==> src/rtl/ddr_clk_pkg.sv <==
// Shared constants and helpers for the DDR clock synthesis block.
package ddr_clk_pkg;

   localparam int LOCK1_CYCLES_DEF = 16;
   localparam int LOCK2_CYCLES_DEF = 8;
   localparam int FB_TIMEOUT_DEF   = 8;

   // Bits needed to hold values 0..max_val inclusive.
   function automatic int cnt_w(input int max_val);
      return (max_val < 1) ? 1 : $clog2(max_val + 1);
   endfunction

endpackage

==> src/rtl/ddr_lock_counter.sv <==
// Saturating lock counter: clear wins, counts while enabled, stops at MAX.
// done is registered and goes high on the same edge the count reaches MAX.
module ddr_lock_counter
   import ddr_clk_pkg::*;
#(
   parameter int MAX = 16,
   parameter int W   = cnt_w(MAX)
) (
   input  logic sim_2x_clk,
   input  logic clear,
   input  logic en,
   output logic done
);

   localparam logic [W-1:0] MAX_V = W'(MAX);

   logic [W-1:0] cnt;
   logic [W-1:0] cnt_nxt;

   // Next count: clear, increment while enabled, hold once saturated.
   always_comb begin
      cnt_nxt = cnt;
      if (clear)
         cnt_nxt = '0;
      else if (en && (cnt != MAX_V))
         cnt_nxt = cnt + 1'b1;
   end

   // Count register plus done flag looked up from the next value so that
   // done rises on the edge the count lands on MAX, not one edge later.
   always_ff @(posedge sim_2x_clk) begin
      cnt  <= cnt_nxt;
      done <= (cnt_nxt == MAX_V);
   end

endmodule

==> src/rtl/ddr_clk_synth.sv <==
// Behavioural DDR clock front end: divides the 2x reference to the DDR
// clock pair and sequences two lock indications.
// Optional feedback supervision is compiled in with DDR_CLK_FB_CHECK_EN.
module ddr_clk_synth
   import ddr_clk_pkg::*;
#(
   parameter int LOCK1_CYCLES = LOCK1_CYCLES_DEF,
   parameter int LOCK2_CYCLES = LOCK2_CYCLES_DEF,
   parameter int FB_TIMEOUT   = FB_TIMEOUT_DEF
) (
   input  logic sim_2x_clk,
   input  logic rst,
   input  logic ddr_fb_clk_in,
   output logic ddr_clk,
   output logic ddr_clk_n,
   output logic ddr_2x_clk,
   output logic ddr_fb_clk_out,
   output logic dcm1_lock,
   output logic dcm2_lock
);

   logic ddr_clk_q;
   logic fb_ok;     // stage 1 may count
   logic fb_lost;   // feedback watchdog expired

   // Divide-by-2: toggles every reference edge, parked low in reset.
   always_ff @(posedge sim_2x_clk) begin
      if (rst)
         ddr_clk_q <= 1'b0;
      else
         ddr_clk_q <= ~ddr_clk_q;
   end

   assign ddr_2x_clk     = sim_2x_clk;
   assign ddr_clk        = ddr_clk_q;
   assign ddr_clk_n      = ~ddr_clk_q;
   assign ddr_fb_clk_out = ddr_clk_q;

`ifdef DDR_CLK_FB_CHECK_EN
   localparam int WD_W = cnt_w(FB_TIMEOUT);
   localparam logic [WD_W-1:0] WD_MAX = WD_W'(FB_TIMEOUT);

   logic fb_s1, fb_s2, fb_s3;
   logic fb_edge;
   logic fb_seen;
   logic [WD_W-1:0] wd;

   assign fb_edge = fb_s2 & ~fb_s3;

   // Two-flop synchronizer, a third flop for edge detect, and a sticky
   // flag recording that the loop has produced at least one edge.
   always_ff @(posedge sim_2x_clk) begin
      if (rst) begin
         fb_s1   <= 1'b0;
         fb_s2   <= 1'b0;
         fb_s3   <= 1'b0;
         fb_seen <= 1'b0;
      end else begin
         fb_s1 <= ddr_fb_clk_in;
         fb_s2 <= fb_s1;
         fb_s3 <= fb_s2;
         if (fb_edge)
            fb_seen <= 1'b1;
      end
   end

   // Watchdog: cycles since the last feedback edge, saturating at the limit
   // so a dead loop keeps the locks held down until edges return.
   always_ff @(posedge sim_2x_clk) begin
      if (rst || fb_edge)
         wd <= '0;
      else if (fb_seen && (wd != WD_MAX))
         wd <= wd + 1'b1;
   end

   assign fb_ok   = fb_seen;
   assign fb_lost = fb_seen && (wd == WD_MAX) && !fb_edge;
`else
   logic fb_unused;
   assign fb_unused = ddr_fb_clk_in;
   assign fb_ok     = 1'b1;
   assign fb_lost   = 1'b0;
`endif

   ddr_lock_counter #(.MAX(LOCK1_CYCLES)) u_lock1 (
      .sim_2x_clk (sim_2x_clk),
      .clear      (rst | fb_lost),
      .en         (fb_ok),
      .done       (dcm1_lock)
   );

   // Stage 2 clears on any event that drops stage 1 so both fall together.
   ddr_lock_counter #(.MAX(LOCK2_CYCLES)) u_lock2 (
      .sim_2x_clk (sim_2x_clk),
      .clear      (rst | fb_lost | ~dcm1_lock),
      .en         (dcm1_lock),
      .done       (dcm2_lock)
   );

endmodule

==> config.mk <==
export PLATFORM = sky130hd
export DESIGN_NAME = ddr_clk_synth
export DESIGN_NICKNAME = d
export VERILOG_FILES = /design/src/rtl/ddr_clk_pkg.sv /design/src/rtl/ddr_lock_counter.sv /design/src/rtl/ddr_clk_synth.sv
export SDC_FILE = /design/constraint.sdc
export NUM_CORES = 1
export LEC_CHECK = 0
export CELL_PAD_IN_SITES_DETAIL_PLACEMENT = 1
export CELL_PAD_IN_SITES_GLOBAL_PLACEMENT = 1
export CORE_UTILIZATION = 43
export DETAILED_ROUTE_END_ITERATION = 16
export PLACE_DENSITY = 0.85
export SYNTH_ARGS = -nofsm -noshare
export SYNTH_HDL_FRONTEND = slang
export SYNTH_SLANG_ARGS = --single-unit
==> constraint.sdc <==
create_clock -name sim_2x_clk -period 3.5 [get_ports sim_2x_clk]
set_input_delay 0.525 -clock sim_2x_clk [delete_from_list [all_inputs] [get_ports sim_2x_clk]]
set_output_delay 0.525 -clock sim_2x_clk [all_outputs]
set_load 0.005 [all_outputs]
==> metrics.md <==
| Metric | Value |
|---|---|
| Status | `finished clean` |
| Per-cell routed wire length | `15.1 um` |
| Hold Path End | `ddr_clk` |
| Vias | `446` |
| Routed Antenna Nets | `0` |
| R2R Path Start | `u_lock1.cnt[0]` |
| Share of cells above drive strength 1 | `23.2%` |
| Initial Util | `47.6%` |
| Mapped Area | `643 sq um` |
| CP Launch Type | `clock port` |
| # resized after CTS | `0` |
| Port Buf Inserts | `7` |
| P_leak | `0.000323 uW` |
| Hold_sp | `ddr_clk` |
| WHS Path Cells | `1` |
| Most frequent cells in the layout | `12 x dfxtp_1, 7 x clkdlybuf4s50_1, 6 x inv_1, 6 x clkbuf_4, 5 x and2b_1` |
| # setup viols final | `0` |
| Placed cell area | `709 sq um` |
| Reg2Reg Depth | `5` |
| Row count | `13` |
| Rel. slew slack | `67.1%` |
| Cts-stage hold buffer count | `0` |
| Mean Syn Cell Area | `10.9 sq um` |
| # nets final | `78` |
| Top Ports | `9` |
| Worst Path Arrival | `2.41 ns` |
| CP Max Fanout | `2` |
| Max-slew violation count | `0` |
| P per Cell Area | `437 mW/mm^2` |
| Yosys reg bits | `12` |
| Setup CP Type | `clk -> out` |
| Final Hold Fails | `0` |
| Routability Congestion | `0.667` |
| Worst-Margin Slew | `0.492 ns` |
| Non-filler cells, final | `84` |
| Layout area overhead | `17.3%` |
| Worst hold slack | `0.452 ns` |
| GRT Total Usage | `21.2%` |
| DR DRC count | `0` |
| Final Util | `55.9%` |
| Worst VDD drop | `0.350 mV` |
| Total congestion overflow | `0` |
| Clk_lat worst skew | `0.38 ns` |
| Setup tns final | `0 ns` |
| First-pass GRT wire length | `2030 um` |
| CTS tree | `yes` |
| Yosys cell types | `24` |
| Diode count | `0` |
| Most common cell after layout, fill and taps aside | `dfxtp_1` |
| Clock-pin transition on the worst setup and hold timing paths | `0.07 ns` |
| Routed WL | `1270 um` |
| Yosys warning total | `0` |
| Core Box Area | `0.00135 sq mm` |
| Vias per cell | `5.31` |
| Critical Path RT | `2.97 ns` |
| Non-Filler Cell Area, Final | `754 sq um` |
| Hold Crit Class | `reg -> reg` |
| Syn Inst Count | `59` |
| First-pass detailed-route iteration total | `3` |
| Layout Skew | `0.00538 ns` |
| Die height | `40.7 um` |
| Setup Fix Bufs, Post-CTS | `0` |
| HPWL reported at the end of detailed placement | `951 um` |
| Worst Setup End Kind | `output port` |
| Reg2Reg Setup Slack | `1.98 ns` |
| Placed cell count | `78` |
| Syn nets | `66` |
| Register area share after synthesis | `37.4%` |
| Maximum number of pins on one net before global-route repair | `17` |
| Initial antenna violation count | `0` |
| Iter 0 DRT Violations | `3` |
| Die W | `40.7 um` |
| Vias in the first global route | `474` |
| RSZ-0062 raised after global routing | `false` |
| Critical R2R Capture | `u_lock1.done` |
| Max-cap violations | `0` |
| DIE AREA | `0.00165 sq mm` |
routing by layer:
| metal | GRT usage [%] | up-vias | part of all wire, % |
|---|---|---|---|
| met5 | 0 | - | 0 |
| met4 | 21.7 | 0 | 2.0 |
| li1 | - | 220 | - |
| met1 | 20.6 | 218 | 44 |
| met3 | 8.15 | 3 | 2.4 |
| met2 | 33.3 | 5 | 52 |
cell usage after synthesis:
master / count / area, sq um
nand3_1: 2 / 10.0
nor2_1: 4 / 15.0
xnor2_1: 1 / 8.76
and4bb_4: 1 / 16.3
buf_4: 3 / 22.5
inv_1: 6 / 22.5
a21oi_1: 1 / 5.00
nor3b_1: 1 / 7.51
mux2i_4: 1 / 22.5
nor4b_4: 1 / 23.8
ha_1: 4 / 50.1
and2b_1: 5 / 37.5
and2_1: 1 / 6.26
and3_1: 1 / 6.26
dfxtp_1: 12 / 240
mux2_4: 2 / 30.0
mux2_2: 2 / 22.5
nor3_1: 1 / 5.00
and3b_2: 1 / 10.0
nand3b_1: 4 / 30.0
o21bai_1: 1 / 7.51
mux2i_1: 2 / 20.0
a2111oi_2: 1 / 15.0
or3b_2: 1 / 8.76
logic make-up (layout without fill, tap and decap cells):
family                   Yosys count  in the layout  synth area share (%)
AND/OR/NAND/NOR                   23             23                  27.4
adder cells (fa/ha/maj)            4              4                  7.78
AO/OA/AOI/OAI                      3              3                  4.28
XOR/XNOR                           1              1                  1.36
multiplexers                       7              7                  14.8
flip-flops                        12             12                  37.4
buffers and inverters              9             19                  7.00
per-stage QoR:
step / total power (uW) / setup slack, ns
CTS: 336 / 0.552
finish: 330 / 0.568
detailed placement: 199 / 0.811
floorplan: 183 / 1.11
global route: 348 / 0.544
global placement: 196 / 0.811
worst max-delay path by stage:
stage / startpoint / to / slack (ns) / cells past startpoint
5_1_grt: sim_2x_clk / ddr_2x_clk / 0.54 / 3
4_1_cts: sim_2x_clk / ddr_2x_clk / 0.55 / 3
3_3_place_gp: sim_2x_clk / ddr_2x_clk / 0.81 / 1
6_report: sim_2x_clk / ddr_2x_clk / 0.57 / 3
2_1_floorplan: sim_2x_clk / ddr_2x_clk / 1.11 / 1
3_5_place_dp: sim_2x_clk / ddr_2x_clk / 0.81 / 1
sequential cells by signal (all words and copies together) (netlist names):
register,cells
ddr_clk,1
u_lock2.done,1
u_lock2.cnt,4
u_lock1.done,1
u_lock1.cnt,5
cell type report:
| class | count | area (sq um) |
|---|---|---|
| inverters | 6 | 22.5 |
| clock buffers | 7 | 55.1 |
| flip-flops and latches | 12 | 240 |
| multi-input cells | 38 | 358 |
| well taps | 15 | 18.8 |
| fillers | 164 | 596 |
| repair buffers | 6 | 60.1 |
where the power goes:
part / switching (uW) / internal [uW]
Clock: 61.6 / 96.7
Combinational: 12.5 / 14.3
Sequential: 3.91 / 140
Total: 78.1 / 251
worst max-delay path: stages:
cell and delay (ns):
clkbuf_4 0.11, clkbuf_4 0.12, clkdlybuf4s50_1 0.43
(Power assumes the default switching activity.)
